### src/rtl/morse_symbol_tx.sv
// -----------------------------------------------------------------------------
// morse_symbol_tx
//
// Purpose
//   Serialises the Morse pattern of one hex digit (0-F) onto a single keyed
//   line that drives an LED or buzzer. The digit arrives one-hot from the
//   upstream 4-to-16 decoder. The block times dots, dashes, the gap between
//   elements and the trailing inter-character gap, and it talks to the
//   upstream controller through a start/done handshake.
//
// Ports
//   clk           in   1   system clock, rising edge
//   rst           in   1   asynchronous, active-high reset
//   simbolo       in  16   one-hot symbol select; bit k selects hex digit k
//   inicio        in   1   start strobe, sampled on a rising clk edge
//   ocupado       out  1   high while a character (including its gap) runs
//   salida_morse  out  1   keyed line; 1 = mark, 0 = space
//   fin           out  1   one-cycle pulse when the character has finished
//   error         out  1   one-cycle pulse when inicio is taken with a
//                          zero or multi-hot simbolo
//   tono          out  1   buzzer tone, only with MORSE_TONE_EN defined
//
// Build option
//   MORSE_TONE_EN  adds the tono output and its tone counter. When the macro
//                  is undefined, neither exists.
//
// Handshake
//   inicio is accepted only while the FSM is in IDLE. That includes the cycle
//   in which fin is high, so characters can run back to back. While ocupado
//   is high, inicio is ignored and is not queued. simbolo is looked at only in
//   the accepting cycle.
//
// Timing
//   All outputs come from flops loaded with the next-state decode. The first
//   mark therefore appears in the cycle right after the accepting edge. The
//   unit timer counts down to zero and is reloaded on every state change.
// -----------------------------------------------------------------------------
module morse_symbol_tx #(
    parameter int UNIT_CYCLES = 25000000
`ifdef MORSE_TONE_EN
    ,
    parameter int TONE_HALF   = 50000
`endif
) (
    input  logic        clk,
    input  logic        rst,
    input  logic [15:0] simbolo,
    input  logic        inicio,
    output logic        ocupado,
    output logic        salida_morse,
    output logic        fin,
    output logic        error
`ifdef MORSE_TONE_EN
    ,
    output logic        tono
`endif
);

    // Unit timer width. It is derived from UNIT_CYCLES and is not meant to be
    // overridden.
    localparam int CNT_W = $clog2(3 * UNIT_CYCLES + 1);

    // Reload values. The timer sits in a state for load+1 cycles.
    localparam logic [CNT_W-1:0] DOT_LOAD  = CNT_W'(UNIT_CYCLES - 1);
    localparam logic [CNT_W-1:0] DASH_LOAD = CNT_W'(3 * UNIT_CYCLES - 1);

    typedef enum logic [1:0] {
        IDLE     = 2'd0,
        MARK     = 2'd1,
        GAP      = 2'd2,
        CHAR_GAP = 2'd3
    } state_t;

    // -------------------------------------------------------------------------
    // Registers
    // -------------------------------------------------------------------------
    state_t           state_q, state_d;
    logic [CNT_W-1:0] timer_q, timer_d;
    logic [2:0]       idx_q,   idx_d;     // element index, 0 = first sent
    logic [4:0]       pat_q,   pat_d;     // left-aligned: bit 4 is element 0
    logic [2:0]       len_q,   len_d;     // number of elements, 1..5

    logic             salida_q, salida_d;
    logic             ocupado_q, ocupado_d;
    logic             fin_q,    fin_d;
    logic             error_q,  error_d;

    // -------------------------------------------------------------------------
    // Symbol decode: one-hot check and bit position
    // -------------------------------------------------------------------------
    logic       sym_onehot;
    logic [3:0] sym_idx;

    // x & (x-1) clears the lowest set bit. The result is zero only when at
    // most one bit was set, and the != 0 term rejects the empty case.
    assign sym_onehot = (simbolo != 16'd0) &&
                        ((simbolo & (simbolo - 16'd1)) == 16'd0);

    always_comb begin
        sym_idx = 4'd0;
        for (int i = 0; i < 16; i++) begin
            if (simbolo[i]) begin
                sym_idx = 4'(i);
            end
        end
    end

    // -------------------------------------------------------------------------
    // Pattern ROM. Patterns are left-aligned so the first element sent is
    // always bit 4, whatever the length. 1 = dash, 0 = dot.
    // -------------------------------------------------------------------------
    logic [4:0] rom_pat;
    logic [2:0] rom_len;

    always_comb begin
        rom_pat = 5'b00000;
        rom_len = 3'd1;
        unique case (sym_idx)
            4'h0: begin rom_pat = 5'b11111; rom_len = 3'd5; end // -----
            4'h1: begin rom_pat = 5'b01111; rom_len = 3'd5; end // .----
            4'h2: begin rom_pat = 5'b00111; rom_len = 3'd5; end // ..---
            4'h3: begin rom_pat = 5'b00011; rom_len = 3'd5; end // ...--
            4'h4: begin rom_pat = 5'b00001; rom_len = 3'd5; end // ....-
            4'h5: begin rom_pat = 5'b00000; rom_len = 3'd5; end // .....
            4'h6: begin rom_pat = 5'b10000; rom_len = 3'd5; end // -....
            4'h7: begin rom_pat = 5'b11000; rom_len = 3'd5; end // --...
            4'h8: begin rom_pat = 5'b11100; rom_len = 3'd5; end // ---..
            4'h9: begin rom_pat = 5'b11110; rom_len = 3'd5; end // ----.
            4'hA: begin rom_pat = 5'b01000; rom_len = 3'd2; end // .-
            4'hB: begin rom_pat = 5'b10000; rom_len = 3'd4; end // -...
            4'hC: begin rom_pat = 5'b10100; rom_len = 3'd4; end // -.-.
            4'hD: begin rom_pat = 5'b10000; rom_len = 3'd3; end // -..
            4'hE: begin rom_pat = 5'b00000; rom_len = 3'd1; end // .
            4'hF: begin rom_pat = 5'b00100; rom_len = 3'd4; end // ..-.
            default: begin rom_pat = 5'b00000; rom_len = 3'd1; end
        endcase
    end

    // -------------------------------------------------------------------------
    // Element lookup. Shifting the latched pattern left by an index moves
    // that element into bit 4.
    // -------------------------------------------------------------------------
    logic [2:0] idx_inc;
    logic [4:0] pat_next_sh;
    logic       next_is_dash;
    logic       last_elem;

    assign idx_inc      = idx_q + 3'd1;
    assign pat_next_sh  = pat_q << idx_inc;
    assign next_is_dash = pat_next_sh[4];
    assign last_elem    = (idx_q == 3'(len_q - 3'd1));

    // -------------------------------------------------------------------------
    // State register
    // -------------------------------------------------------------------------
    always_ff @(posedge clk or posedge rst) begin
        if (rst) begin
            state_q   <= IDLE;
            timer_q   <= '0;
            idx_q     <= 3'd0;
            pat_q     <= 5'd0;
            len_q     <= 3'd0;
            salida_q  <= 1'b0;
            ocupado_q <= 1'b0;
            fin_q     <= 1'b0;
            error_q   <= 1'b0;
        end else begin
            state_q   <= state_d;
            timer_q   <= timer_d;
            idx_q     <= idx_d;
            pat_q     <= pat_d;
            len_q     <= len_d;
            salida_q  <= salida_d;
            ocupado_q <= ocupado_d;
            fin_q     <= fin_d;
            error_q   <= error_d;
        end
    end

    // -------------------------------------------------------------------------
    // Next-state and output decode
    // -------------------------------------------------------------------------
    always_comb begin
        state_d = state_q;
        timer_d = timer_q;
        idx_d   = idx_q;
        pat_d   = pat_q;
        len_d   = len_q;
        fin_d   = 1'b0;
        error_d = 1'b0;

        unique case (state_q)
            IDLE: begin
                if (inicio) begin
                    if (sym_onehot) begin
                        pat_d   = rom_pat;
                        len_d   = rom_len;
                        idx_d   = 3'd0;
                        timer_d = rom_pat[4] ? DASH_LOAD : DOT_LOAD;
                        state_d = MARK;
                    end else begin
                        error_d = 1'b1;
                    end
                end
            end

            MARK: begin
                if (timer_q == '0) begin
                    if (last_elem) begin
                        timer_d = DASH_LOAD;   // inter-character gap is 3 units
                        state_d = CHAR_GAP;
                    end else begin
                        timer_d = DOT_LOAD;
                        state_d = GAP;
                    end
                end else begin
                    timer_d = timer_q - 1'b1;
                end
            end

            GAP: begin
                if (timer_q == '0) begin
                    idx_d   = idx_inc;
                    timer_d = next_is_dash ? DASH_LOAD : DOT_LOAD;
                    state_d = MARK;
                end else begin
                    timer_d = timer_q - 1'b1;
                end
            end

            CHAR_GAP: begin
                if (timer_q == '0) begin
                    fin_d   = 1'b1;
                    state_d = IDLE;
                end else begin
                    timer_d = timer_q - 1'b1;
                end
            end

            default: begin
                state_d = IDLE;
            end
        endcase

        // Level outputs are registered copies of the next-state decode, so
        // they line up exactly with the state they describe.
        salida_d  = (state_d == MARK);
        ocupado_d = (state_d != IDLE);
    end

    assign salida_morse = salida_q;
    assign ocupado      = ocupado_q;
    assign fin          = fin_q;
    assign error        = error_q;

`ifdef MORSE_TONE_EN
    // -------------------------------------------------------------------------
    // Buzzer tone. The counter restarts at every new mark, so each mark
    // begins with tono low. The tone is held low in every non-mark state.
    // -------------------------------------------------------------------------
    localparam int TONE_W = (TONE_HALF > 1) ? $clog2(TONE_HALF) : 1;

    logic [TONE_W-1:0] tone_cnt_q, tone_cnt_d;
    logic              tono_q,     tono_d;

    always_ff @(posedge clk or posedge rst) begin
        if (rst) begin
            tone_cnt_q <= '0;
            tono_q     <= 1'b0;
        end else begin
            tone_cnt_q <= tone_cnt_d;
            tono_q     <= tono_d;
        end
    end

    always_comb begin
        tone_cnt_d = tone_cnt_q;
        tono_d     = tono_q;
        if (state_d != MARK) begin
            tone_cnt_d = '0;
            tono_d     = 1'b0;
        end else if (state_q != MARK) begin
            tone_cnt_d = '0;
            tono_d     = 1'b0;
        end else if (tone_cnt_q == TONE_W'(TONE_HALF - 1)) begin
            tone_cnt_d = '0;
            tono_d     = ~tono_q;
        end else begin
            tone_cnt_d = tone_cnt_q + 1'b1;
        end
    end

    assign tono = tono_q;
`endif

endmodule

### config.mk
export PLATFORM = sky130hd
export DESIGN_NAME = morse_symbol_tx
export DESIGN_NICKNAME = d
export VERILOG_FILES = /design/src/rtl/morse_symbol_tx.sv
export SDC_FILE = /design/constraint.sdc
export NUM_CORES = 1
export LEC_CHECK = 0
export CORE_ASPECT_RATIO = 1.2
export CORE_MARGIN = 2
export CORE_UTILIZATION = 40
export CTS_CLUSTER_DIAMETER = 80
export DETAILED_ROUTE_END_ITERATION = 10
export HOLD_SLACK_MARGIN = 0.15
export PLACE_DENSITY_LB_ADDON = 0.1
export SYNTH_ARGS = -nofsm -noshare
export SYNTH_HDL_FRONTEND = slang
export SYNTH_SLANG_ARGS = --single-unit
### constraint.sdc
create_clock -name clk -period 7.55 [get_ports clk]
set_input_delay 1.51 -clock clk [delete_from_list [all_inputs] [get_ports clk]]
set_output_delay 1.51 -clock clk [all_outputs]
set_load 0.02 [all_outputs]
==> results.ini <==
[logic_synthesis]
yosys-top-cells-area=dfrtp_1 35%, a21oi_1 4.3%, nor2_1 3.7%
postSynth.asyncResetShare_pct=100.0
synthesis.instances=346
ys_dominant_reg_cell=dfrtp_1
yosys.area_share.adder_pct=3.911
ys_types=64
postSynthAreaPerCell_sq_um=9.062
syn-num-nets=374
synth_simple_gate_area_share_pct=25.02
yosys.area.top_type_share_pct=35.12
synthDominantAreaCellType=dfrtp_1
yosys_register_bits=44
synth_warnings=0
synth_enable_flop_cells=0
post_synth_xor_area_fraction_pct=1.875
synth.mux.area_fraction_pct=5.866
synth_compound_gate_area_share_pct=23.98
combinational_family_with_the_most_area_after_synthesis=simple AND/OR/NAND/NOR gates
post_synth_instance_area_sq_mm=0.003136
yosysSeqAreaShare_pct=35.12

[power_and_ir_drop]
power_density_mw_per_mm2=125.0
total_leakage_power_uw=0.001330
fin_total_pwr_uw=437.9
max_vdd_drop_mv=0.07809

[worst_hold_path]
timing.hold.worst_path_depth=1
worst_hold_path_endpoint=pat_q[4]
holdCritStartpoint=pat_q[4]
hold_class=flop to flop

[global_routing]
grt_pass1_vias=2634
pin_count_of_the_biggest_net_entering_global_routing=45
global_route.overflow_total=0
antenna_found_initial=0
grtUsageTotal_pct=18.16
grt_first_pass_wirelength_um=12720

[cells_and_area]
syn_to_final_growth_pct=11.73
number_of_standard_cells_in_the_layout_taps_in_and_fillers_out=456
antennaDiodeCount=0
layout-drive-gt1-share_pct=10.44
finish.net_count=391

[floorplanning]
top_level_ports=23
dieArea_sq_mm=0.008566
core.rowCount=35
die-width_um=84.82
die_h_um=101.0
core_area_sq_mm=0.007664
start_util_pct=40.91

[setup_path]
r2r_start=timer_q[0]
endpoint_class_of_the_critical_path=flop
worst_setup_path_start_kind=primary input
critical_path_class=primary input to flop
cp_data_arrival_time_ns=4.61
critPathMaxFanout=8
r2r-end=timer_q[4]
critPathRequiredTime_ns=7.74
rrSetupSlack_ns=4.10
reg2regPathDepth=10

[sta]
timing.final.max_slew_violations=0
tightest_slew_ns=0.9022
timing_hold_violations_final=0
relSlewSlack_pct=38.13
fin_crit_ns=4.424
fin_worst_hold_slack_ns=0.5064
final.period_utilization_pct=58.60
setup_violations=0
finClkSkew_ns=0.01121
grt_setup_unrepaired=no
tns_ns=0
achievable-frequency_mhz=226.0

[cts]
cts.sinks=44
post_cts_resized=0
worst_skew_pair.late_latency_ns=0.30
hold_buffers=0
clock_path_buffers=2
cts.clk_slew.worst_paths_ns=0.08
clock_tree_from_tritoncts=built
ctsRootBufferMaster=clkbuf_8
cts_buffers=5
cts_setup_buffers=0
clock_tree.htree_level_count=2

[routing]
route.detailed.wl_per_inst_um=16.32
drc=0
wirelength_um=7443
avgViaCountPerCell=5.956
drt_iter0_drc=101
final_antenna_net_count=0
vias=2716
detail_route.first_pass.iterations=4

[run_status]
run_status=complete, no violations

[run]
maxCapViolations=0

[placed_design]
gp_congestion=0.8245
placement.io_buffers=22
place_inst=448
dpl.hpwl_um=5448

cell usage after synthesis (5+ instances only):
master	n
mux2_2	9
nand2_1	22
inv_1	18
mux2i_1	6
o31ai_1	8
nand4_1	5
clkbuf_1	6
o21ai_0	23
nor2_1	31
nand3b_1	5
a22o_1	8
or3_1	5
or4_1	9
a31oi_1	5
o41ai_1	6
dfrtp_1	44
a21oi_1	27
ha_1	9
nor3_1	13
nand3_1	8
cell type report:
class                      instances  area (sq um)
clock buffer                       7         86.33
clock inverter                     1         7.507
fill                             738          4160
inverter                          19         71.32
multi-input combinational        271          1902
sequential                        44          1101
tap                               92         115.1
timing repair buffer              22         220.2
worst max-delay path: stages:
cell and delay [ns]:
clkdlybuf4s50_1 0.54, or4_1 0.71, a21oi_1 0.42, mux2_2 0.39, o311ai_0 0.63, o211ai_1 0.18
a22o_1 0.22
routing by layer:
metal / track usage [%] / part of all wire (%)
met1: 23.19 / 46
met2: 31.98 / 50
met3: 2.539 / 3.1
met4: 5.128 / 1.1
met5: 0 / 0
sequential cells by signal (all words and copies together) (netlist names):
signal        flops
ocupado           1
len_q             3
timer_q          27
state_q           2
idx_q             3
salida_morse      1
error             1
pat_q             5
fin               1
how the worst max path moves through the flow:
stage / startpoint / to / slack (ns) / cells past startpoint
6_report: simbolo[12] / timer_q[7] / 3.13 / 7
3_3_place_gp: simbolo[12] / timer_q[7] / 2.75 / 7
5_1_grt: simbolo[12] / timer_q[7] / 2.81 / 7
4_1_cts: simbolo[12] / timer_q[7] / 3.08 / 7
2_1_floorplan: simbolo[15] / timer_q[7] / 3.84 / 7
3_5_place_dp: simbolo[12] / timer_q[7] / 2.75 / 7
per-stage QoR:
stage | worst slack (ns) | util, % | area, sq um
after detailed placement | 2.754 | 44.49 | 3410
final | 3.126 | 45.71 | 3503
after floorplan | 3.844 | - | 3136
after CTS | 3.077 | 45.71 | 3503
after global placement | 2.750 | 44.49 | 3410
after global routing | 2.811 | 45.71 | 3503
cell usage in the layout (no fill, tap or decap), drive strengths merged, types with 4 or more instances in the layout:
master,netlist,final
a21o,4,4
a21oi,28,28
a22o,8,8
a31oi,6,6
and4,4,4
clkbuf,7,7
clkdlybuf4s50,0,22
dfrtp,44,44
ha,9,9
inv,19,19
mux2,9,9
mux2i,6,6
nand2,23,23
nand3,9,9
nand3b,5,5
nand4,5,5
nor2,31,31
nor3,14,14
nor4,8,8
o21ai,26,26
o21bai,4,4
o31ai,9,9
o41ai,6,6
or2,4,4
or3,6,6
or4,12,12
xnor2,4,4
power by group:
part	switching (uW)	internal (uW)
sequential	1.68	237
combinational	25.1	17.4
clock	82.6	74.4
kinds of logic (layout without fill, tap and decap cells):
logic type,count (synthesis),count (layout)
muxes,16,16
buffers and inverters,31,49
AOI/OAI and AO/OA,110,110
DFF,44,44
xor gates and xnor gates,5,5
and+or+nand+nor,130,130
adders and majority gates,10,10
No activity file was read; power rests on OpenSTA's default activity.
